`config.mk`:
```
export PLATFORM = sky130hd
export DESIGN_NAME = field_packer
export DESIGN_NICKNAME = d
export VERILOG_FILES = /design/src/rtl/field_packer.sv
export SDC_FILE = /design/constraint.sdc
export NUM_CORES = 1
export LEC_CHECK = 0
export ABC_CLOCK_PERIOD_IN_PS = 1400
export CORE_UTILIZATION = 48
export DETAILED_ROUTE_END_ITERATION = 10
export PLACE_DENSITY = 0.81
export REMOVE_ABC_BUFFERS = 1
export SYNTH_ARGS = -nofsm -noshare
export SYNTH_HDL_FRONTEND = slang
export SYNTH_SLANG_ARGS = --single-unit
```
`constraint.sdc`:
```
create_clock -name clk -period 1.4 [get_ports clk]
set_clock_uncertainty 0.15 [all_clocks]
set_input_delay 0.28 -clock clk [delete_from_list [all_inputs] [get_ports clk]]
set_output_delay 0.28 -clock clk [all_outputs]
set_load 0.01 [all_outputs]
```
`src/rtl/field_packer.sv`:
```
// field_packer: places tagged FIELD_W-bit fields into a NUM_FIELDS-lane word and
// hands it off through a valid/ready output register. Optional out_par port: FIELD_PACKER_PARITY_EN.
module field_packer #(
  parameter int FIELD_W    = 4,
  parameter int NUM_FIELDS = 2,
  parameter int IDX_W      = $clog2(NUM_FIELDS),
  parameter int OUT_W      = FIELD_W*NUM_FIELDS
) (
  input  logic                  clk,
  input  logic                  rst_n,
  input  logic                  in_valid,
  output logic                  in_ready,
  input  logic [IDX_W-1:0]      in_idx,
  input  logic [FIELD_W-1:0]    in_data,
  input  logic                  in_last,
  output logic                  out_valid,
  input  logic                  out_ready,
  output logic [OUT_W-1:0]      out_data,
  output logic [NUM_FIELDS-1:0] out_mask,
  output logic                  out_err
`ifdef FIELD_PACKER_PARITY_EN
  ,
  output logic [NUM_FIELDS-1:0] out_par
`endif
);

  localparam logic [IDX_W:0] LP_NUM_LANES = (IDX_W+1)'(NUM_FIELDS);

  logic [OUT_W-1:0]      r_stg_data;
  logic [NUM_FIELDS-1:0] r_stg_mask;
  logic                  r_stg_err;
  logic                  r_stg_done;

  logic                  r_out_valid;
  logic [OUT_W-1:0]      r_out_data;
  logic [NUM_FIELDS-1:0] r_out_mask;
  logic                  r_out_err;

  logic                  w_accept;
  logic                  w_transfer;
  logic                  w_in_range;
  logic [NUM_FIELDS-1:0] w_sel;
  logic [OUT_W-1:0]      w_stg_data_nxt;
  logic [NUM_FIELDS-1:0] w_stg_mask_nxt;
  logic                  w_beat_err;
  logic                  w_complete;

`ifdef FIELD_PACKER_PARITY_EN
  logic [NUM_FIELDS-1:0] r_out_par;

  function automatic logic [NUM_FIELDS-1:0] lane_parity(input logic [OUT_W-1:0] data);
    logic [NUM_FIELDS-1:0] par;
    par = '0;
    for (int i = 0; i < NUM_FIELDS; i++) begin
      par[i] = ^data[i*FIELD_W +: FIELD_W];
    end
    return par;
  endfunction
`endif

  // in_ready depends only on the registered done flag, so there is no combinational input path
  assign in_ready   = !r_stg_done;
  assign w_accept   = in_valid && !r_stg_done;
  assign w_transfer = r_stg_done && (!r_out_valid || out_ready);
  assign w_in_range = ({1'b0, in_idx} < LP_NUM_LANES);

  // Lane decode and post-write staging values for the current beat
  always_comb begin
    w_sel          = '0;
    w_stg_data_nxt = r_stg_data;
    w_stg_mask_nxt = r_stg_mask;
    for (int i = 0; i < NUM_FIELDS; i++) begin
      w_sel[i] = w_accept && w_in_range && (in_idx == IDX_W'(i));
      w_stg_data_nxt[i*FIELD_W +: FIELD_W] = w_sel[i] ? in_data
                                                      : r_stg_data[i*FIELD_W +: FIELD_W];
      w_stg_mask_nxt[i] = r_stg_mask[i] | w_sel[i];
    end
    w_beat_err = (|(w_sel & r_stg_mask)) || (w_accept && !w_in_range);
    w_complete = in_last || (&w_stg_mask_nxt);
  end

  // Staging word: collects beats, cleared when handed to the output register
  always_ff @(posedge clk or negedge rst_n) begin
    if (!rst_n) begin
      r_stg_data <= '0;
      r_stg_mask <= '0;
      r_stg_err  <= 1'b0;
      r_stg_done <= 1'b0;
    end else if (w_transfer) begin
      r_stg_data <= '0;
      r_stg_mask <= '0;
      r_stg_err  <= 1'b0;
      r_stg_done <= 1'b0;
    end else if (w_accept) begin
      r_stg_data <= w_stg_data_nxt;
      r_stg_mask <= w_stg_mask_nxt;
      r_stg_err  <= r_stg_err | w_beat_err;
      r_stg_done <= w_complete;
    end else begin
      r_stg_data <= r_stg_data;
      r_stg_mask <= r_stg_mask;
      r_stg_err  <= r_stg_err;
      r_stg_done <= r_stg_done;
    end
  end

  // Output register: holds the word stable until the consumer takes it
  always_ff @(posedge clk or negedge rst_n) begin
    if (!rst_n) begin
      r_out_valid <= 1'b0;
      r_out_data  <= '0;
      r_out_mask  <= '0;
      r_out_err   <= 1'b0;
    end else if (w_transfer) begin
      r_out_valid <= 1'b1;
      r_out_data  <= r_stg_data;
      r_out_mask  <= r_stg_mask;
      r_out_err   <= r_stg_err;
    end else if (out_ready) begin
      r_out_valid <= 1'b0;
      r_out_data  <= r_out_data;
      r_out_mask  <= r_out_mask;
      r_out_err   <= r_out_err;
    end else begin
      r_out_valid <= r_out_valid;
      r_out_data  <= r_out_data;
      r_out_mask  <= r_out_mask;
      r_out_err   <= r_out_err;
    end
  end

`ifdef FIELD_PACKER_PARITY_EN
  // Lane parity captured with the word; unwritten lanes are zero so their parity is zero
  always_ff @(posedge clk or negedge rst_n) begin
    if (!rst_n) begin
      r_out_par <= '0;
    end else if (w_transfer) begin
      r_out_par <= lane_parity(r_stg_data);
    end else begin
      r_out_par <= r_out_par;
    end
  end

  assign out_par = r_out_par;
`endif

  assign out_valid = r_out_valid;
  assign out_data  = r_out_data;
  assign out_mask  = r_out_mask;
  assign out_err   = r_out_err;

endmodule

```
==> metrics.txt, run 1 <==
critical path class=reg2reg; placed cell count=125; starting DRC count in detailed routing=3; final critical-path share of the clock period=109.6%; Critical Path Source Type=flip-flop; DP Worst Slack=-0.4277 ns; vias=708; diode count=0; CP top delay family=flip-flops; maximum clock frequency=651.9 MHz; Setup Viol. Count Final=14; CP max-delay cell=dfrtp_1; die area=about 2300 sq um; IO buf count=22; Die Ht=47.84 microns; hold buffers post-CTS=0; largest net degree at the start of global routing=25; initial antenna violation count=0; clock root buffer=clkbuf_4; WP data required=1.48 ns; Leakage=roughly 0.75 nW; Clock transition at path regs=0.14 ns; Finished Layout Cells=137; syn_area_per_cell=14.62 sq um; cells along the critical path=buf_6 > buf_6 > nor3b_4 > buf_6 > mux2i_1 > nor2_2; core box area=1962 sq um; Worst Path Buf+Inv=3; most common cell after layout, fill and taps aside=dfrtp_1; FF-to-FF path depth=6; drt first pass iters=4; Period minus WS final=1.534 ns; total global routing overflow=0; Total GRT Usage=23.43%; Slew HR=just over 80%; sequential share of the synthesized area=59.55%; CTS tree=yes; Layout fillers=145; Post-route DRC=0; Routed Antenna Nets=0; Detailed Place HPWL=~1500 microns; Max-cap violations=0; most frequent cells in the layout=dfrtp_1, mux2_4, buf_4, clkbuf_2, clkdlybuf4s50_1; Num CTS Buffers=3; Final Routed Wirelength=2456 microns; Initial Util=51.40%; Final nets=121; Final Hold Slack=0.1462 ns; # H-tree levels=1; Post-Syn Area=roughly 1000 sq um; width of the die=around 48 microns; final hold viol count=0; actual slew at the worst max-slew pin=0.2713 ns; violated checks=negative setup slack; number of vias per cell=5.168; vias in the first global route=728; share of layout cells above drive strength 1=57.27%; CTS max path bufs=2; Worst Setup SP=r_stg_done$_DFFE_PN0P_; clk sink count=24; unrepaired setup endpoints after global routing=yes; outcome=finished, violations left; Unique masters post-synth=17; setup_tns=-0.9807 ns; CP peak stage delay=0.41 ns; reg2reg start=r_stg_done$_DFFE_PN0P_; Syn-to-layout area delta=44.42%; Levels on crit path=6; Ports=23; final worst slack=-0.1339 ns; HP Class=in2async; Mapped Cells=between 60 and 70; wire length per cell=17.93 microns; Setup crit end kind=flip-flop; Layout Utilization=approximately three quarters; Arr. time, crit path=1.61 ns; #FFs+latches synth=24; gp weighted congestion=0.8113; Slew Limit Fails=0; Core Rows=16; wire length of the first global-routing pass=around 3400 microns; Most common cell on crit path=buf_6; CP max FO=2; Max IR drop VDD=1.049 mV; worst-skew pair later-pin latency=0.32 ns; pwr/cell area=2053 nW/um^2; Synth Warn #=0
[synth_stat cells]
library cell | count | area, sq um
dfrtp_1 | 24 | 600.6
mux2_2 | 8 | 90.09
mux2i_1 | 8 | 80.08
nor2_1 | 6 | 22.52
mux2_4 | 5 | 75.07
nor2_2 | 4 | 25.02
a21oi_1 | 2 | 10.01
buf_6 | 2 | 22.52
inv_1 | 2 | 7.510
a32o_1 | 1 | 10.01
and2_1 | 1 | 6.260
nand2_1 | 1 | 3.750
nand2_2 | 1 | 6.260
nand2b_4 | 1 | 13.76
nand3b_2 | 1 | 11.26
nor3b_4 | 1 | 18.77
o21ai_0 | 1 | 5.000
[cells by family (layout without fill, tap and decap cells)]
| logic type | after synthesis | in the layout | share of synthesized area [%] |
|---|---|---|---|
| compound gates | 4 | 4 | 2.481 |
| buf+inv | 4 | 44 | 2.978 |
| flops | 24 | 24 | 59.55 |
| mux | 21 | 21 | 24.32 |
| simple gates | 16 | 17 | 10.67 |
[worst reg2reg max path: stages (launching register included)]
cell	delay (ns)
dfrtp_1	0.41
buf_6	0.12
buf_6	0.11
nor3b_4	0.21
buf_6	0.15
mux2i_1	0.23
nor2_2	0.05
[sequential cells by signal, indices dropped and copies added, names as in the netlist]
signal and count:
out_data 8, out_err 1, out_mask 2, out_valid 1, r_stg_data 8, r_stg_done 1
r_stg_err 1, r_stg_mask 2
[where the power goes]
group          internal, mW  leakage, nW  switching (mW)
Sequential            0.927        0.316           0.170
Clock                 0.290       0.0279           0.207
Combinational         0.789        0.404           0.607
[cell type report]
class / instances / area, sq um / area share (%)
Sequential cell: 24 / 600.6 / 41.24
Multi-Input combinational cell: 42 / 450.4 / 30.93
Timing Repair Buffer: 38 / 311.5 / 21.39
Tap cell: 27 / 33.78 / 2.320
Clock inverter: 1 / 30.03 / 2.062
Clock buffer: 3 / 22.52 / 1.546
Inverter: 2 / 7.507 / 0.5155
[final timing paths]
check / to / slack, ns
setup / recovery: r_stg_data[3]$_DFFE_PN0P_ / -0.13
hold / removal: r_stg_data[3]$_DFFE_PN0P_ / 0.15
setup reg to reg: r_stg_data[3]$_DFFE_PN0P_ / -0.13
hold reg to reg: out_data[7]$_DFFE_PN0P_ / 0.38
max in group asynchronous: out_data[7]$_DFFE_PN0P_ / 0.80
min in group clk: out_data[7]$_DFFE_PN0P_ / 0.38
[through the flow]
stage	instance area [sq um]	power, mW
finish	1456	2.991
global route	1456	3.152
CTS	1466	2.882
detailed placement	1333	2.258
global placement	1333	2.199
floorplan	985.9	1.649
[per-layer routing]
| metal | GRT usage (%) | routed length, microns |
|---|---|---|
| met1 | 26.50 | 997 |
| met2 | 39.19 | 1229 |
| met3 | 5.283 | 126 |
| met4 | 16.11 | 103 |
| met5 | 0 | 0 |
[timing repair]
action / in CTS / in global routing
pin swaps: 2 / 4
setup buffers: 7 / 1
setup endpoints to repair: 24 / 34
resized for setup: 42 / 25
gates cloned: 0 / 1
Note: power is estimated with default switching activity, not from simulation.
==> inputs of run 2 (changes only) <==
- CTS_CLUSTER_DIAMETER: not set -> 40
==> results of run 2 <==
Same layout as run 1: the final DEF is identical, and so are final timing and power.
==> variant (config.mk and constraints of run 1) <==
Register the output `out_err` once more, without a reset; this adds one clock of latency there. The other outputs are not delayed to match.
--- a/src/rtl/field_packer.sv
+++ b/src/rtl/field_packer.sv
@@ -147,7 +147,9 @@
   assign out_valid = r_out_valid;
   assign out_data  = r_out_data;
   assign out_mask  = r_out_mask;
-  assign out_err   = r_out_err;
+  always_ff @(posedge clk) begin
+    out_err <= r_out_err;
+  end
 
 endmodule
 
Formal check against the unedited RTL: not equivalent (Yosys sat finds a counterexample within 4 cycles, from zero or initial values and one cycle with rst_n low).
==> variant against run 1 <==
  * The flow still finishes with violations (setup timing)
  * First-iteration DRC count grew to 3.0 times the old value
  * Area after synthesis increased by 2.0%
  * Combinational power down 8%
  * Worst setup slack worse by 0.0053 ns
  * Utilization fell by 1.9 points
  * Routed wire length is 17% lower
  * Final area fell by 1.6%
  * Die area rose by 1.9%
  * Critical endpoint is now r_stg_data[1]
  * Power is 8.9% lower
  * Worst hold slack lost 0.0025 ns
  * Sequential cell count grew 1
==> variant: results (changes against run 1) <==
Synth unique cells - 18 (was 17)
Final #Nets - 124 (was 121)
First-pass detailed-route iteration total - 3 (was 4)
Final setup violating endpoints - 14 (unchanged)
Vias/cell - 5.036 (was 5.168)
Share of post-route cells with drive strength above 1 - 0.5221 (was 0.5727)
R2r startpoint - r_stg_done (unchanged)
Sequential area share after synthesis - 0.6034 (was 0.5955)
Critical-path top delay cell - dfrtp_1 (unchanged)
Element type at the critical path start - register (unchanged)
Failing checks - setup timing (unchanged)
Largest delay share family, worst path - flip-flops (unchanged)
Synth Flop Type - dfrtp_1 (unchanged)
Clock transition at path regs - 0.13 ns
Initial antenna violation count - 0 (unchanged)
# diodes - 0 (unchanged)
First-pass GRT wire length - 2898 um (was 3367 um)
Clk_lat worst skew - 0.31 ns
Max clock buf depth - 2 (unchanged)
Largest net degree at the start of global routing - 25 (unchanged)
Status - finished with violations (unchanged)
Setup WS post-layout - -0.1392 ns (was -0.1339 ns)
Root Driver - clkbuf_4 (unchanged)
GPL Wtd Cong - 0.7512 (was 0.8113)
Hold Path Class - in2async (unchanged)
Hpwl dp - 1266 um (was 1497 um)
H-tree levels - 1 (unchanged)
Leakage - 0.7380 nW (was 0.7477 nW)
Asr flop ratio synth - 0.9600 (was 1.000)
CTS Buf Count - 3 (unchanged)
Min Hold Slack - 0.1437 ns (was 0.1462 ns)
DR iter-0 viols - 9 (was 3)
PortBufs - 22 (unchanged)
DP Worst Slack - -0.3586 ns (was -0.4277 ns)
Vias in the first global route - 644 (was 728)
Routed WL - 2045 um (was 2456 um)
Critical Path Fanout Max - 5 (was 2)
Main area contributors after synthesis - dfrtp_1, mux2_2, mux2i_1, mux2_4, nor2_2 (unchanged)
Synth top cells by count - dfrtp_1, mux2_2, mux2i_1 (unchanged)
Worst IR drop on VDD - 0.9453 mV (was 1.049 mV)
GRT Util Overall - 0.1859 (was 0.2343)
Synth warn - 0 (unchanged)
Slowest stage delay, CP - 0.42 ns
Layout area overhead - 39.29% (was 44.42%)
Slew headroom - 0.8441 (was 0.8191)
## variant: cell count changes after synthesis
cell and delta:
dfxtp_1 +1
## variant: what timing repair did
action	CTS	global route
endpoints found under the setup margin	24	34
gates resized for setup	33	18
cloned	0	1
pin swaps	1	3
setup buffers	5	4
## variant: path summary, 6_finish.rpt
path / cells past startpoint / end
min reg2reg: 0 / out_err
max in group asynchronous: 2 / r_stg_mask[1]
max: 6 / r_stg_data[1]
min in group clk: 0 / out_err
max reg2reg: 6 / r_stg_data[1]
min: 2 / r_stg_data[6]
## variant: final cells by class
type                            count  area (um^2)
Timing Repair Buffer               40        326.6
Clock buffer                        4        26.28
Tap cell                           27        33.78
Fill cell                         138        549.3
Inverter                            2        7.507
Sequential cell                    25        620.6
Multi-Input combinational cell     42        417.9
## variant: logic make-up after synthesis
group           count (synthesis)  synth area share
compound gates                  4           0.02433
mux                            21            0.2384
simple gates                   16            0.1046
buf+inv                         4           0.02920
flops                          25            0.6034
## variant: through the flow
stage               cell area [um^2]  total power [mW]  setup TNS, ns  instances
finish                          1433             2.724        -0.8500        140
global route                    1433             2.908         -1.635        140
CTS                             1443             2.671        -0.8604        137
detailed placement              1368             2.294         -6.918        128
global placement                1368             2.260         -6.722        128
floorplan                       1006             1.698         -1.242         68
## variant: power breakdown
part	switching [mW]	internal, mW
registers	0.144	0.970
clock network	0.207	0.111
logic	0.542	0.750
## variant: metal layers
metal / vias to the layer above / track usage / routed length [um]
li1: 330 / - / -
met1: 351 / 0.2627 / 946
met2: 19 / 0.2800 / 1013
met3: 5 / 0.03333 / 54
met4: 0 / 0.08333 / 30
met5: - / 0 / 0
